`src/rtl/layerio_layer_sequencer_pkg.sv`:
```
// Shared types for the layer IO sequencer: FSM states, instruction payload
// and default geometry.
package layerio_layer_sequencer_pkg;

  localparam int DEFAULT_DEPTH   = 8192;
  localparam int DEFAULT_DIGIT_W = 32;
  localparam int NUM_CH          = 2;
  localparam bit CH_RD           = 1'b0;
  localparam bit CH_WR           = 1'b1;

  typedef enum logic [1:0] {IDLE, FETCH, ISSUE, WAIT} SeqState;

  typedef struct packed {
    logic [$clog2(DEFAULT_DEPTH)-1:0] offset;
    logic [DEFAULT_DIGIT_W-1:0]       size;
  } LayerioInstruc;

endpackage

```
`src/rtl/layerio_layer_sequencer_channel.sv`:
```
// One instruction output channel: loads a payload, holds it while valid&!ready,
// drops valid after the handshake. done means "empty after this edge".
module layerio_instruc_channel
  import layerio_layer_sequencer_pkg::*;
#(
  parameter type instr_t = LayerioInstruc
) (
  input  logic   clk,
  input  logic   reset,
  input  logic   load,
  input  instr_t load_data,
  input  logic   ready,
  output logic   valid,
  output instr_t data,
  output logic   done
);

  always_ff @(posedge clk or posedge reset) begin
    if (reset) begin
      valid <= 1'b0;
      data  <= '0;
    end else if (load) begin
      valid <= 1'b1;
      data  <= load_data;
    end else if (valid && ready) begin
      valid <= 1'b0;
    end
  end

  assign done = ~valid | ready;

endmodule

```
`src/rtl/layerio_layer_sequencer.sv`:
```
// Per-inference layer IO sequencer: issues one rd and one wr instruction per
// layer, ping-ponging memory halves. Optional LAYERIO_SEQ_PERF_EN adds counters.
module layerio_layer_sequencer
  import layerio_layer_sequencer_pkg::*;
#(
  parameter int DEPTH   = DEFAULT_DEPTH,
  parameter int DIGIT_W = 32,
  parameter int LAYER_W = 8
) (
  input  logic                     clk,
  input  logic                     reset,
  input  logic                     start,
  input  logic [DIGIT_W-1:0]       in_size,
  input  logic                     lp_valid,
  input  logic [DIGIT_W-1:0]       lp_total_writes,
  input  logic                     lp_islastlayer,
  output logic                     lp_ready,
  output logic                     rd_instruc_valid,
  input  logic                     rd_instruc_ready,
  output logic [$clog2(DEPTH)-1:0] rd_instruc_offset,
  output logic [DIGIT_W-1:0]       rd_instruc_size,
  output logic                     wr_instruc_valid,
  input  logic                     wr_instruc_ready,
  output logic [$clog2(DEPTH)-1:0] wr_instruc_offset,
  output logic [DIGIT_W-1:0]       wr_instruc_size,
  input  logic                     wrote_layerio_layer,
  output logic                     wrote_inference,
  output logic [LAYER_W-1:0]       layer_idx,
  output logic                     busy,
  output logic                     size_err
`ifdef LAYERIO_SEQ_PERF_EN
  ,
  output logic [DIGIT_W-1:0]       stall_cycles,
  output logic [DIGIT_W-1:0]       layer_cycles
`endif
);

  localparam int                 OFF_W    = $clog2(DEPTH);
  localparam logic [OFF_W-1:0]   HALF_OFF = OFF_W'(DEPTH / 2);
  localparam logic [DIGIT_W-1:0] HALF_SZ  = DIGIT_W'(DEPTH / 2);

  typedef struct packed {
    logic [OFF_W-1:0]   offset;
    logic [DIGIT_W-1:0] size;
  } instr_t;

  SeqState               state;
  logic [OFF_W-1:0]      rd_base;
  logic [DIGIT_W-1:0]    prev_size;
  logic                  islast, pending;
  logic                  lp_fire, layer_done;
  logic                  in_over, lp_over;
  logic [DIGIT_W-1:0]    wr_size_c;
  instr_t [NUM_CH-1:0]   ch_load, ch_q;
  logic   [NUM_CH-1:0]   ch_ready, ch_valid, ch_done;

  assign lp_fire    = (state == FETCH) & lp_valid & lp_ready;
  assign layer_done = (state == WAIT) & (wrote_layerio_layer | pending);
  assign in_over    = in_size > HALF_SZ;
  assign lp_over    = lp_total_writes > HALF_SZ;
  assign wr_size_c  = lp_over ? HALF_SZ : lp_total_writes;

  // Write half is always the opposite half of the one being read.
  assign ch_load[CH_RD] = instr_t'{offset: rd_base, size: prev_size};
  assign ch_load[CH_WR] = instr_t'{offset: rd_base ^ HALF_OFF, size: wr_size_c};
  assign ch_ready       = {wr_instruc_ready, rd_instruc_ready};

  for (genvar c = 0; c < NUM_CH; c++) begin : g_ch
    layerio_instruc_channel #(.instr_t(instr_t)) u_ch (
      .clk       (clk),
      .reset     (reset),
      .load      (lp_fire),
      .load_data (ch_load[c]),
      .ready     (ch_ready[c]),
      .valid     (ch_valid[c]),
      .data      (ch_q[c]),
      .done      (ch_done[c])
    );
  end

  assign rd_instruc_valid  = ch_valid[CH_RD];
  assign rd_instruc_offset = ch_q[CH_RD].offset;
  assign rd_instruc_size   = ch_q[CH_RD].size;
  assign wr_instruc_valid  = ch_valid[CH_WR];
  assign wr_instruc_offset = ch_q[CH_WR].offset;
  assign wr_instruc_size   = ch_q[CH_WR].size;

  always_ff @(posedge clk or posedge reset) begin
    if (reset) begin
      state           <= IDLE;
      rd_base         <= '0;
      prev_size       <= '0;
      islast          <= 1'b0;
      pending         <= 1'b0;
      layer_idx       <= '0;
      lp_ready        <= 1'b0;
      busy            <= 1'b0;
      wrote_inference <= 1'b0;
      size_err        <= 1'b0;
    end else begin
      wrote_inference <= 1'b0;
      unique case (state)
        IDLE: if (start) begin
          state     <= FETCH;
          busy      <= 1'b1;
          lp_ready  <= 1'b1;
          layer_idx <= '0;
          rd_base   <= '0;
          pending   <= 1'b0;
          prev_size <= in_over ? HALF_SZ : in_size;
          if (in_over) size_err <= 1'b1;
        end
        FETCH: if (lp_fire) begin
          state    <= ISSUE;
          lp_ready <= 1'b0;
          islast   <= lp_islastlayer;
          if (lp_over) size_err <= 1'b1;
        end
        ISSUE: begin
          // Memory may finish before the slower channel handshakes.
          if (wrote_layerio_layer) pending <= 1'b1;
          if (&ch_done) state <= WAIT;
        end
        WAIT: if (layer_done) begin
          pending <= 1'b0;
          if (islast) begin
            state           <= IDLE;
            busy            <= 1'b0;
            wrote_inference <= 1'b1;
          end else begin
            state     <= FETCH;
            lp_ready  <= 1'b1;
            rd_base   <= rd_base ^ HALF_OFF;
            prev_size <= ch_q[CH_WR].size;
            layer_idx <= layer_idx + LAYER_W'(1);
          end
        end
        default: state <= IDLE;
      endcase
    end
  end

`ifdef LAYERIO_SEQ_PERF_EN
  logic [DIGIT_W-1:0] lyr_cnt;
  logic               stall;

  assign stall = (state == ISSUE) & |(ch_valid & ~ch_ready);

  always_ff @(posedge clk or posedge reset) begin
    if (reset) begin
      stall_cycles <= '0;
      layer_cycles <= '0;
      lyr_cnt      <= '0;
    end else if (state == IDLE && start) begin
      stall_cycles <= '0;
      layer_cycles <= '0;
      lyr_cnt      <= '0;
    end else begin
      if (stall && stall_cycles != '1) stall_cycles <= stall_cycles + DIGIT_W'(1);
      // Counts ISSUE/WAIT cycles, including the completion cycle itself.
      if (lp_fire) lyr_cnt <= '0;
      else if (layer_done) layer_cycles <= lyr_cnt + DIGIT_W'(1);
      else if (state == ISSUE || state == WAIT) lyr_cnt <= lyr_cnt + DIGIT_W'(1);
    end
  end
`endif

endmodule

```
`config.mk`:
```
export PLATFORM = sky130hd
export DESIGN_NAME = layerio_layer_sequencer
export DESIGN_NICKNAME = d
export VERILOG_FILES = /design/src/rtl/layerio_layer_sequencer_pkg.sv /design/src/rtl/layerio_layer_sequencer_channel.sv /design/src/rtl/layerio_layer_sequencer.sv
export SDC_FILE = /design/constraint.sdc
export NUM_CORES = 1
export LEC_CHECK = 0
export BUFFER_PORTS_ARGS = -buffer_cell sky130_fd_sc_hd__buf_2
export CAP_MARGIN = 20
export CORE_ASPECT_RATIO = 0.5
export CORE_MARGIN = 2
export CORE_UTILIZATION = 57
export DETAILED_ROUTE_END_ITERATION = 12
export PLACE_DENSITY_LB_ADDON = 0.15
export SYNTH_ARGS = -nofsm -noshare
export SYNTH_HDL_FRONTEND = slang
export SYNTH_HIERARCHICAL = 1
export SYNTH_SLANG_ARGS = --single-unit
```
`constraint.sdc`:
```
create_clock -name clk -period 3.73 [get_ports clk]
set_input_delay 0.746 -clock clk [delete_from_list [all_inputs] [get_ports clk]]
set_output_delay 0.746 -clock clk [all_outputs]
set_load 0.03 [all_outputs]
```
# --- Word-level counts from Yosys, hierarchy flattened ---
# Index checks and enable logic that the tools add are counted.
word_totals:
  regBits: 153
  inputBits: 72
  elab_cells: 104
classes:
  add_sub_neg: 1
  magnitude_cmp: 2
  eq_ne: 12
  muxes: 44
  n_bitwise: 10
  reduce_logical: 18
ops:
  columns: ["op", "n"]
  rows:
  - ["$mux W32", 5]
  - ["$gt A32 B13 Y1 const B", 2]
  - ["$pmux W32 S2", 1]
  - ["$mux W13", 3]
  - ["$pmux W13 S2", 1]
  - ["$mux W8", 3]
  - ["$mux W1", 21]
  - ["$ne A2 B2 Y1 const B", 8]
  - ["$pmux W8 S2", 1]
  - ["$reduce_and A4 Y1", 4]
  - ["$reduce_and A5 Y1", 2]
  - ["$add A8 B1 Y8 const B", 1]
  - ["$mux W2", 4]
  - ["$pmux W2 S4", 1]
  - ["$reduce_bool A2 Y1", 4]
  - ["$pmux W1 S3", 2]
  - ["$reduce_bool A3 Y1", 2]
  - ["$eq A2 B2 Y1 const B", 2]
  - ["$not A1 Y1", 4]
  - ["$pmux W1 S2", 2]
  - ["$reduce_and A2 Y1", 2]
  - ["$and A1 B1 Y1", 3]
  - ["$or A1 B1 Y1", 3]
  - ["$reduce_and A3 Y1", 1]
  - ["4 further kinds", 5]

# --- Depth between registers and ports, before layout ---
# Gate-level depths: netlist of the first run.
logic_depth:
  word_depth: 5
  ltp_mapped: 8
  ltp_nobuf: 7

# --- By module ---
# The synthesis of the first run kept the hierarchy.
by_module_without_submodules:
  columns: ["module", "instances", "cells_each", "area_per_inst_um2", "seq_area_each_um2"]
  rows:
  - ["layerio_instruc_channel", 2, 99, 1911.8, 1151.1]
  - ["layerio_layer_sequencer", 1, 268, 2558.7, 1226.2]

# --- Worst setup path after synthesis of the first run ---
# OpenSTA, ideal clock, no wires.
synth_timing:
  kind: "input-to-reg"
  from: "input port lp_total_writes[17]"
  to: "register g_ch[1].u_ch/data[12] (netlist name)"
  setup_time_ns: 0.125
  arrival_ns: 1.908
  setup_slack_ns: 1.697
  cell_stages: 3
  n_path_buf: 0
  cell_sequence: "or3_1 -> or4_1 -> mux2_2"
synth_rtl:
  columns: ["item", "line", "rtl"]
  rows:
  - ["start: declaration", "layerio_layer_sequencer.sv:15", "input logic [DIGIT_W-1:0] lp_total_writes,"]
  - ["end signal: assignment", "layerio_layer_sequencer_channel.sv:24", "data <= load_data;"]
  - ["end: declaration", "layerio_layer_sequencer_channel.sv:14", "output instr_t data,"]

# --- Worst setup path after layout of the first run ---
layout_timing:
  from: "register state[0]"
  to: "register prev_size[26]"
layout_between:
  elab_chain_cells: 4
  word_cells_on_any_way: 9
  classes_between: "eq/ne: 4; mux: 1; bitwise: 1; reduce/logical: 3"
layout_rtl:
  columns: ["item", "line", "rtl"]
  rows:
  - ["start: declaration", "layerio_layer_sequencer.sv:47", "SeqState state;"]
  - ["start signal: assignment", "layerio_layer_sequencer.sv:90", "state <= IDLE;"]
  - ["start signal: assignment", "layerio_layer_sequencer.sv:104", "state <= FETCH;"]
  - ["start signal: assignment", "layerio_layer_sequencer.sv:114", "state <= ISSUE;"]
  - ["$eq A2 B2 Y1", "layerio_layer_sequencer.sv:58, layerio_layer_sequencer.sv:102", null]
  - ["$and A1 B1 Y1", "layerio_layer_sequencer.sv:58", "assign layer_done = (state == WAIT) & (wrote_layerio_layer | pending);"]
  - ["$ne A2 B2 Y1 (no source line)", null, null]
  - ["$reduce_and A4 Y1 (no source line)", null, null]
  - ["end signal: assignment", "layerio_layer_sequencer.sv:110", "prev_size <= in_over ? HALF_SZ : in_size;"]
  - ["end signal: assignment", "layerio_layer_sequencer.sv:134", "prev_size <= ch_q[CH_WR].size;"]
  - ["end: declaration", "layerio_layer_sequencer.sv:49", "logic [DIGIT_W-1:0] prev_size;"]
# Parallel ways exist; a longest one is shown, timed or not.
# A chain may end at the register's enable or synchronous reset.

==> impl_metrics.tcl, run 1 <==
set metrics [dict create \
    die_w_um 154 \
    die_area_sq_mm 0.0121 \
    crit_path_start_kind "flip-flop" \
    rows 27 \
    yosys_warnings 6 \
    worstPathRequired_ps 4000 \
    finish.utilization_pct 73.3 \
    insertion_delay_ps 420 \
    yosysSeqAreaShare_pct 55.3 \
    cts-root-buf "clkbuf_16" \
    status "complete, no violations" \
    post-synth-top-area-fraction_pct 55.3 \
    diodes 0 \
    drive_gt1_share_pct 45.5 \
    synth_edf_count 0 \
    critical_path.endpoint_type "flip-flop" \
    final_nets 762 \
    ant_nets 0 \
    critical_path_arrival_ps 2880 \
    cts_buffers 17 \
    yosysTopAreaCell "dfrtp_1" \
    final_cell_mix "buf_2, dfrtp_1, mux2_4" \
    post-route-drc-count 0 \
    min_period_ps 2610 \
    final_hold_viol_count 0 \
    powerDensity_mw_per_mm2 783 \
    cts_tree "yes" \
    final-setup-viol-count 0 \
    critPathBufInv 1 \
    whs_ps 273 \
    viasPerCell 5.14 \
    rsz0062_at_grt "false" \
    first_global_vias 4190 \
    cts_hold_buffers 0 \
    slowest_stage "ha_2" \
    fmax_ghz 0.384 \
    avgSynthCellArea_sq_um 13.7 \
    grt_max_degree 52 \
    clock_skew_ps 9.34 \
    clk_pin_slew_ps 60 \
    htreeDepth 4 \
    io-pin-count 176 \
    ys_ff_latch 141 \
    cp_top_family "adder cells" \
    synth_async_sr_flop_share_pct 100 \
    r2r_cells 5 \
    gr-total-overflow 0 \
    portBuffers 175 \
    coreArea_sq_mm 0.0109 \
    critPathKind "flip-flop to flip-flop" \
    gp_congestion 0.775 \
    crit_chain "ha_2, a21oi_4, o21ai_4, buf_4, o21ai_0" \
    grt_first_pass_wirelength_mm 21.6 \
    dp_hpwl_mm 9.44 \
    cts-resized-gates 0 \
    start_util_pct 58.3 \
    grtUsageTotal_pct 23.3 \
    finalWirelength_mm 13.7 \
    post-route-period-util_pct 69.9 \
    cp.depth 5 \
    netlist_area_sq_mm 0.00638 \
    ys.flop_type "dfrtp_1" \
    clock_path_buffers 2 \
    wl_per_cell_um 16.3 \
    slew_headroom_pct 36.1 \
    syn_to_final_growth_pct 25.8 \
    finalPower_uw 6290 \
    die_y_um 78.8 \
    firstDrtPassIters 4 \
    irDropWorstVdd_v 0.000474 \
    drt_iter0_drc 175 \
    synthTopCellsByArea "dfrtp_1, mux2_4, nand2_1" \
    leakage_uw 0.00413 \
    synthDistinctLibCells 41 \
    cts.sinks 141 \
    critPathMaxStageDelay_ps 850 \
    max_slew.worst_pin.slew_ps 958 \
    antenna_found_initial 0 \
    cts_setup_buffers 0 \
    num_vias 4331 \
    path_max_fanout 51 \
    layout_commonest_cell "buf_2" \
    syn_inst 466 \
    hold_path_class "input pin to asynchronous set/reset pin" \
    drv_cap 0 \
    tns_ps 0 \
    slew_viol_final 0 \
]
## metal layers
metal	track usage [%]	routed length (um)	vias to the layer above
met4	7.71	133	0
met1	30.3	6170	2134
li1	-	-	2059
met5	0	0	-
met2	39.6	6730	123
met3	4.97	706	15
## logic make-up after synthesis
logic type / Yosys count / synth area share [%]
AOI/OAI and AO/OA: 65 / 7.49
buffers and inverters: 32 / 4.45
muxes: 93 / 21.0
DFF: 141 / 55.3
other: 1 / 0.0588
and+or+nand+nor: 128 / 10.6
adders and majority gates: 6 / 1.18
## report_power, final
group	internal (uW)	switching (uW)	total (uW)
Combinational	950	1510	2460
Clock	986	633	1620
Sequential	1930	279	2210
## worst reg2reg max path: stages (launching register included)
cell     delay, ps
dfrtp_1        420
ha_2           850
a21oi_4        270
o21ai_4        240
buf_4          480
o21ai_0        200
## per-stage QoR
stage | setup slack [ps] | cell area (sq um) | instances
4_1_cts | 1130 | 7970 | 839
3_5_place_dp | 1140 | 7390 | 807
3_3_place_gp | 1250 | 7390 | 807
2_1_floorplan | 1700 | 6540 | 508
5_1_grt | 848 | 8030 | 842
6_report | 1120 | 8030 | 842
## cells in the mapped netlist, drive strengths merged, types with 2 or more instances
cell and count:
a21oi 3, mux2 91, a21boi 2, ha 6
a21o 2, nor2 4, a221o 12, o31ai 4
mux2i 2, o21ai 33, inv 8, a2111oi 2
nor3 3, nand2b 4, clkbuf 9, or3 2
nor2b 3, nand2 60, dfrtp 141, and3 14
or4 3, buf 15, and2 14, a22o 4
nand3 4, nor4 15
## flip-flops by register name, summed over array words and instances, names as in the netlist, 2 cells and up
register and count:
g_ch.u_ch/data 90, prev_size 32, layer_idx 8, g_ch.u_ch/valid 2
state 2
## area by class of cell
cell class / instances / area [sq um]
Inverter: 8 / 30.0
Fill cell: 770 / 2920
Clock buffer: 23 / 488
Sequential cell: 141 / 3530
Tap cell: 145 / 181
Timing Repair Buffer: 181 / 971
Multi-Input combinational cell: 335 / 2740
Clock inverter: 9 / 86.3
## worst paths after layout
kind | startpoint | end | slack [ps]
max | state[0] | prev_size[26] | 1120
min | reset | g_ch[0].u_ch/data[23] | 270
max reg2reg | state[0] | prev_size[26] | 1120
min reg2reg | size_err | size_err | 460
max in group asynchronous | reset | layer_idx[7] | 2920
min in group clk | size_err | size_err | 460
Note: power is estimated with default switching activity, not from simulation.
==> run 2, diff against run 1 <==
CORE_UTILIZATION = 48   (was 57)
clock period = 2.22 ns   (was 3.73 ns; I/O delays follow)
==> run 2 against run 1 <==
Effect of this change: die area grew 18%; largest power group unchanged; register-to-register slack lost 890 ps; largest cell class unchanged; critical path depth grew 2.
==> impl_metrics.tcl, run 2 (synthesis results as in run 1) <==
set metrics [dict create \
    status "complete, no violations" \
    cts.sinks 141 \
    die_w_um 167 \
    crit_path_start_kind "flip-flop" \
    cts_setup_buffers 0 \
    syn_to_final_growth_pct 28.5 \
    fin_area_sq_mm 0.00820 \
    slew_viol_final 0 \
    critPathMaxStageDelay_ps 520 \
    wl_per_cell_um 15.7 \
    final-setup-viol-count 0 \
    layout_commonest_cell "buf_2" \
    cts_buffers 17 \
    placedCellCount 842 \
    drt_iter0_drc 199 \
    post-route-drc-count 0 \
    fillers 1003 \
    clk_pin_slew_ps 60 \
    grtUsageTotal_pct 20.2 \
    multi_input_area_sq_mm 0.00274 \
    slew_headroom_pct 62.8 \
    antenna_found_initial 1 \
    viasPerCell 4.90 \
    cts_hold_buffers 0 \
    htreeDepth 4 \
    insertion_delay_ps 410 \
    coreArea_sq_mm 0.0128 \
    finalNonFillerCells 874 \
    largest_registers "g_ch.u_ch/data x90, prev_size x32, layer_idx x8" \
    hold_path_class "input pin to asynchronous set/reset pin" \
    crit_chain "inv_1, ha_1, and2b_4, a21o_1, or4_1, nand2_1, a22o_1" \
    regMostFlops "g_ch.u_ch/data" \
    gp_congestion 0.806 \
    regArea_sq_mm 0.00353 \
    first_global_vias 4227 \
    clock_skew_ps 8.08 \
    critical_path.endpoint_type "flip-flop" \
    largest_reg_flops 90 \
    cts-root-buf "clkbuf_16" \
    placed_area_sq_mm 0.00756 \
    firstDrtPassIters 4 \
    gr-total-overflow 0 \
    die_area_sq_mm 0.0143 \
    portBuffers 175 \
    die_y_um 85.5 \
    finalPower_uw 11000 \
    critPathKind "flip-flop to flip-flop" \
    final_nets 769 \
    grt_first_pass_wirelength_mm 22.5 \
    start_util_pct 49.8 \
    rows 29 \
    num_vias 4286 \
    clock_path_buffers 2 \
    post-route-period-util_pct 89.7 \
    grt_max_degree 49 \
    io-pin-count 176 \
    finalWirelength_mm 13.7 \
    slowest_stage "or4_1" \
    irDropWorstVdd_v 0.000724 \
    final_cell_mix "buf_2, dfrtp_1, mux2_4" \
    cts_tree "yes" \
    fmax_ghz 0.502 \
    cts-resized-gates 0 \
    rsz0062_at_grt "false" \
    critical_path_arrival_ps 2330 \
    powerDensity_mw_per_mm2 1340 \
    min_period_ps 1990 \
    tns_ps 0 \
    diodes 0 \
    drv_cap 0 \
    drive_gt1_share_pct 46.2 \
    ant_nets 0 \
    path_max_fanout 7 \
    max_slew.worst_pin.slew_ps 557 \
    final_hold_viol_count 0 \
    worstPathRequired_ps 2560 \
    dp_hpwl_mm 9.84 \
    leakage_uw 0.00420 \
]
-- run 2: changes by cell type in the layout (fill, tap and decap cells not counted) --
cell	change
buf_4	+5
clkbuf_8	-2
bufinv_16	+3
clkinvlp_4	-2
buf_12	+2
clkinv_2	-1
clkbuf_1	-1
inv_6	+3
-- run 2: worst paths after layout --
path,start,end,slack (ps),cells past startpoint
worst max-delay path,state[0],layer_idx[6],230,7
worst min-delay path,reset,prev_size[27],40,2
worst max register to register,state[0],layer_idx[6],230,7
worst min register to register,size_err,size_err,460,1
max in group asynchronous,reset,g_ch[1].u_ch/data[38],1580,3
min in group clk,lp_islastlayer,islast,280,2
-- run 2: critical path, delay by kind of cell, from the launching register on --
kind            cells  cell delay [ps]
flops               1              430
fa+ha+maj           1              230
buf+inv             1              120
simple gates        3              800
compound gates      2              350
-- run 2: per-layer routing --
metal  global-route usage, %  share of wire, %  vias to the layer above
met5                       0                 0                        -
met3                    5.40               5.3                       10
li1                        -                 -                     2074
met4                    5.64              0.73                        0
met2                    33.5                48                      117
met1                    26.6                46                     2085
-- run 2: stage by stage --
stage,utilization (%),hold slack (ps),setup WS [ps]
final,64.0,43.8,229
after CTS,64.0,41.7,237
after floorplan,-,443,361
after global routing,64.0,51.4,135
after detailed placement,59.0,448,124
after global placement,59.0,438,164
-- run 2: report_power, final --
group          internal, uW  switching (uW)  total, uW
clock                  1950            1100       3050
sequential             3240             447       3690
combinational          1680            2560       4240
-- run 2: layout make-up --
type | instances | area share (%)
well taps | 170 | 2.59
inverters | 8 | 0.366
multi-input cells | 335 | 33.4
clock buffers | 20 | 5.57
repair buffers | 188 | 12.8
flip-flops and latches | 141 | 43.0
clock inverters | 12 | 2.23
==> run 3, diff against run 2 <==
--- a/config.mk
+++ b/config.mk
@@ -6,11 +6,12 @@
 export NUM_CORES = 1
 export LEC_CHECK = 0
-export BUFFER_PORTS_ARGS = -buffer_cell sky130_fd_sc_hd__buf_2
 export CAP_MARGIN = 20
 export CORE_ASPECT_RATIO = 0.5
 export CORE_MARGIN = 2
-export CORE_UTILIZATION = 48
+export CORE_UTILIZATION = 58
 export DETAILED_ROUTE_END_ITERATION = 12
+export DONT_BUFFER_PORTS = 1
 export PLACE_DENSITY_LB_ADDON = 0.15
+export SETUP_SLACK_MARGIN = 0.02
 export SYNTH_ARGS = -nofsm -noshare
 export SYNTH_HDL_FRONTEND = slang
==> constraint.sdc (replaced) <==
create_clock -name clk -period 2.22 [get_ports clk]
set_input_delay 0 -clock clk [delete_from_list [all_inputs] [get_ports clk]]
set_output_delay 0 -clock clk [all_outputs]
set_load 0.03 [all_outputs]
==> run 3 against run 2 <==
Effect of this change: clock skew increased by 3.0 ps; clock power is essentially flat; cell count is 19% lower; wire length is 3.9% lower; power down 5.1%; global-route usage grew 2.6 points; design area shrank 7.0%; sequential power is 32% higher; count of clock-buffer cells in the layout unchanged; worst setup slack improved by 30 ps; critical path type unchanged; critical endpoint is now prev_size[2]; highest routed layer unchanged.
==> impl_metrics.tcl, run 3 (synthesis results as in run 1) <==
set metrics [dict create \
    rsz0062_at_grt "false" \
    placedCellCount 639 \
    coreArea_sq_mm 0.0108 \
    io-pin-count 176 \
    htreeDepth 4 \
    tns_ps 0 \
    cts-root-buf "clkbuf_16" \
    gr-total-overflow 0 \
    diodes 0 \
    drive_gt1_share_pct 26.6 \
    largest_reg_flops 90 \
    critical_path.endpoint_type "flip-flop" \
    finalWirelength_mm 13.2 \
    regArea_sq_mm 0.00353 \
    p_sw_share_pct 38.0 \
    switchingPower_uw 3960 \
    multi_input_area_sq_mm 0.00275 \
    insertion_delay_ps 420 \
    critical_path_arrival_ps 2250 \
    rows 27 \
    final_hold_viol_count 0 \
    intPower_uw 6450 \
    hold_path_class "input pin to flip-flop" \
    grtUsageTotal_pct 22.8 \
    status "complete, no violations" \
    cts.sinks 141 \
    final_cell_mix "dfrtp_1, mux2_4, nand2_1" \
    leakage_uw 0.00357 \
    first_global_vias 3749 \
    irDropWorstVdd_v 0.000693 \
    dp_hpwl_mm 8.79 \
    antenna_found_initial 0 \
    syn_to_final_growth_pct 19.4 \
    cts_tree "yes" \
    viasPerCell 5.35 \
    min_period_ps 1960 \
    finalPower_uw 10400 \
    critPathKind "flip-flop to flip-flop" \
    die_y_um 78.2 \
    path_max_fanout 14 \
    clock_path_buffers 2 \
    p_clk_share_pct 29.0 \
    final-setup-viol-count 0 \
    regMostFlops "g_ch.u_ch/data" \
    start_util_pct 58.9 \
    gp_congestion 0.802 \
    grt_max_degree 52 \
    final_nets 628 \
    crit_path_start_kind "flip-flop" \
    max_slew.worst_pin.slew_ps 638 \
    powerDensity_mw_per_mm2 1370 \
    largest_registers "g_ch.u_ch/data x90, prev_size x32, layer_idx x8" \
    drv_cap 0 \
    slew_viol_final 0 \
    finalNonFillerCells 708 \
    fmax_ghz 0.510 \
    p_comb_share_pct 24.3 \
    firstDrtPassIters 4 \
    num_vias 3788 \
    portBuffers 0 \
    clock_skew_ps 11.0 \
    grt_first_pass_wirelength_mm 20.6 \
    die_area_sq_mm 0.0119 \
    ant_nets 0 \
    cts_buffers 17 \
    clk_pin_slew_ps 60 \
    post-route-drc-count 0 \
    seq_power_share_pct 46.7 \
    layout_commonest_cell "dfrtp_1" \
    worstPathRequired_ps 2510 \
    post-route-period-util_pct 88.3 \
    slew_headroom_pct 57.4 \
    drt_iter0_drc 202 \
    die_w_um 152 \
    wl_per_cell_um 18.6 \
    fillers 772 \
]
[run 3: changes by cell type in the layout (fill, tap and decap cells not counted), sizes merged]
cell,change
buf,-175
dlygate4sd3,+34
clkinv,+1
clkinvlp,-1
[run 3: what timing repair did]
action,in CTS,in global routing
resized for setup,0,4
setup endpoints to repair,0,41
endpoints found under the hold margin,152,0
hold buffers,34,0
setup buffers,0,1
[run 3: final cells by class]
cell class                 instances  area share, %
sequential                       141           46.3
multi-input combinational        335           36.0
timing repair buffer              47           6.66
clock buffer                      20           5.86
clock inverter                    12           2.41
tap                              145           2.38
inverter                           8          0.394
[run 3: metrics by stage]
step                      util [%]  setup slack, ps  instance area (sq um)  hold slack, ps
final                         70.3              259                   7620            12.7
after global routing          70.3              100                   7620            54.9
after CTS                     69.7             48.7                   7550            6.40
after detailed placement      60.7             71.7                   6580           -20.9
after global placement        60.7              181                   6580           -27.9
after floorplan                  -              361                   6540             145
[run 3: final timing paths]
path / start / endpoint / slack, ps / depth (start not counted)
setup / recovery: state[0] / prev_size[2] / 260 / 8
hold / removal: in_size[14] / prev_size[12] / 10 / 3
max in group asynchronous: reset / layer_idx[4] / 1290 / 3
setup reg to reg: state[0] / prev_size[2] / 260 / 8
hold reg to reg: prev_size[19] / prev_size[19] / 480 / 2
min in group asynchronous: reset / g_ch[1].u_ch/data[32] / 90 / 2
[run 3: metal layers]
layer  vias up  track usage, %  part of all wire (%)
met5         -               0                     0
met4         0            7.85                   1.1
met3        12            7.95                   7.0
met2       145            36.7                    47
met1      1835            29.2                    45
li1       1796               -                     -
[run 3: power groups by stage]
stage                     clock (uW)  combinational (uW)  sequential [uW]
after global placement             0                2380             4890
final                           3020                2540             4860
after global routing            3180                2770             4950
after detailed placement           0                2440             4910
after CTS                       3070                2500             4870
after floorplan                    0                2140             4760
[run 3: critical path, stage by stage, from the launching register on]
cell and delay, ps:
dfrtp_1 420, inv_1 130, ha_2 270, and2b_4 230, a21oi_4 50, o21ai_4 190
nor3_4 70, buf_12 150, a221o_1 310
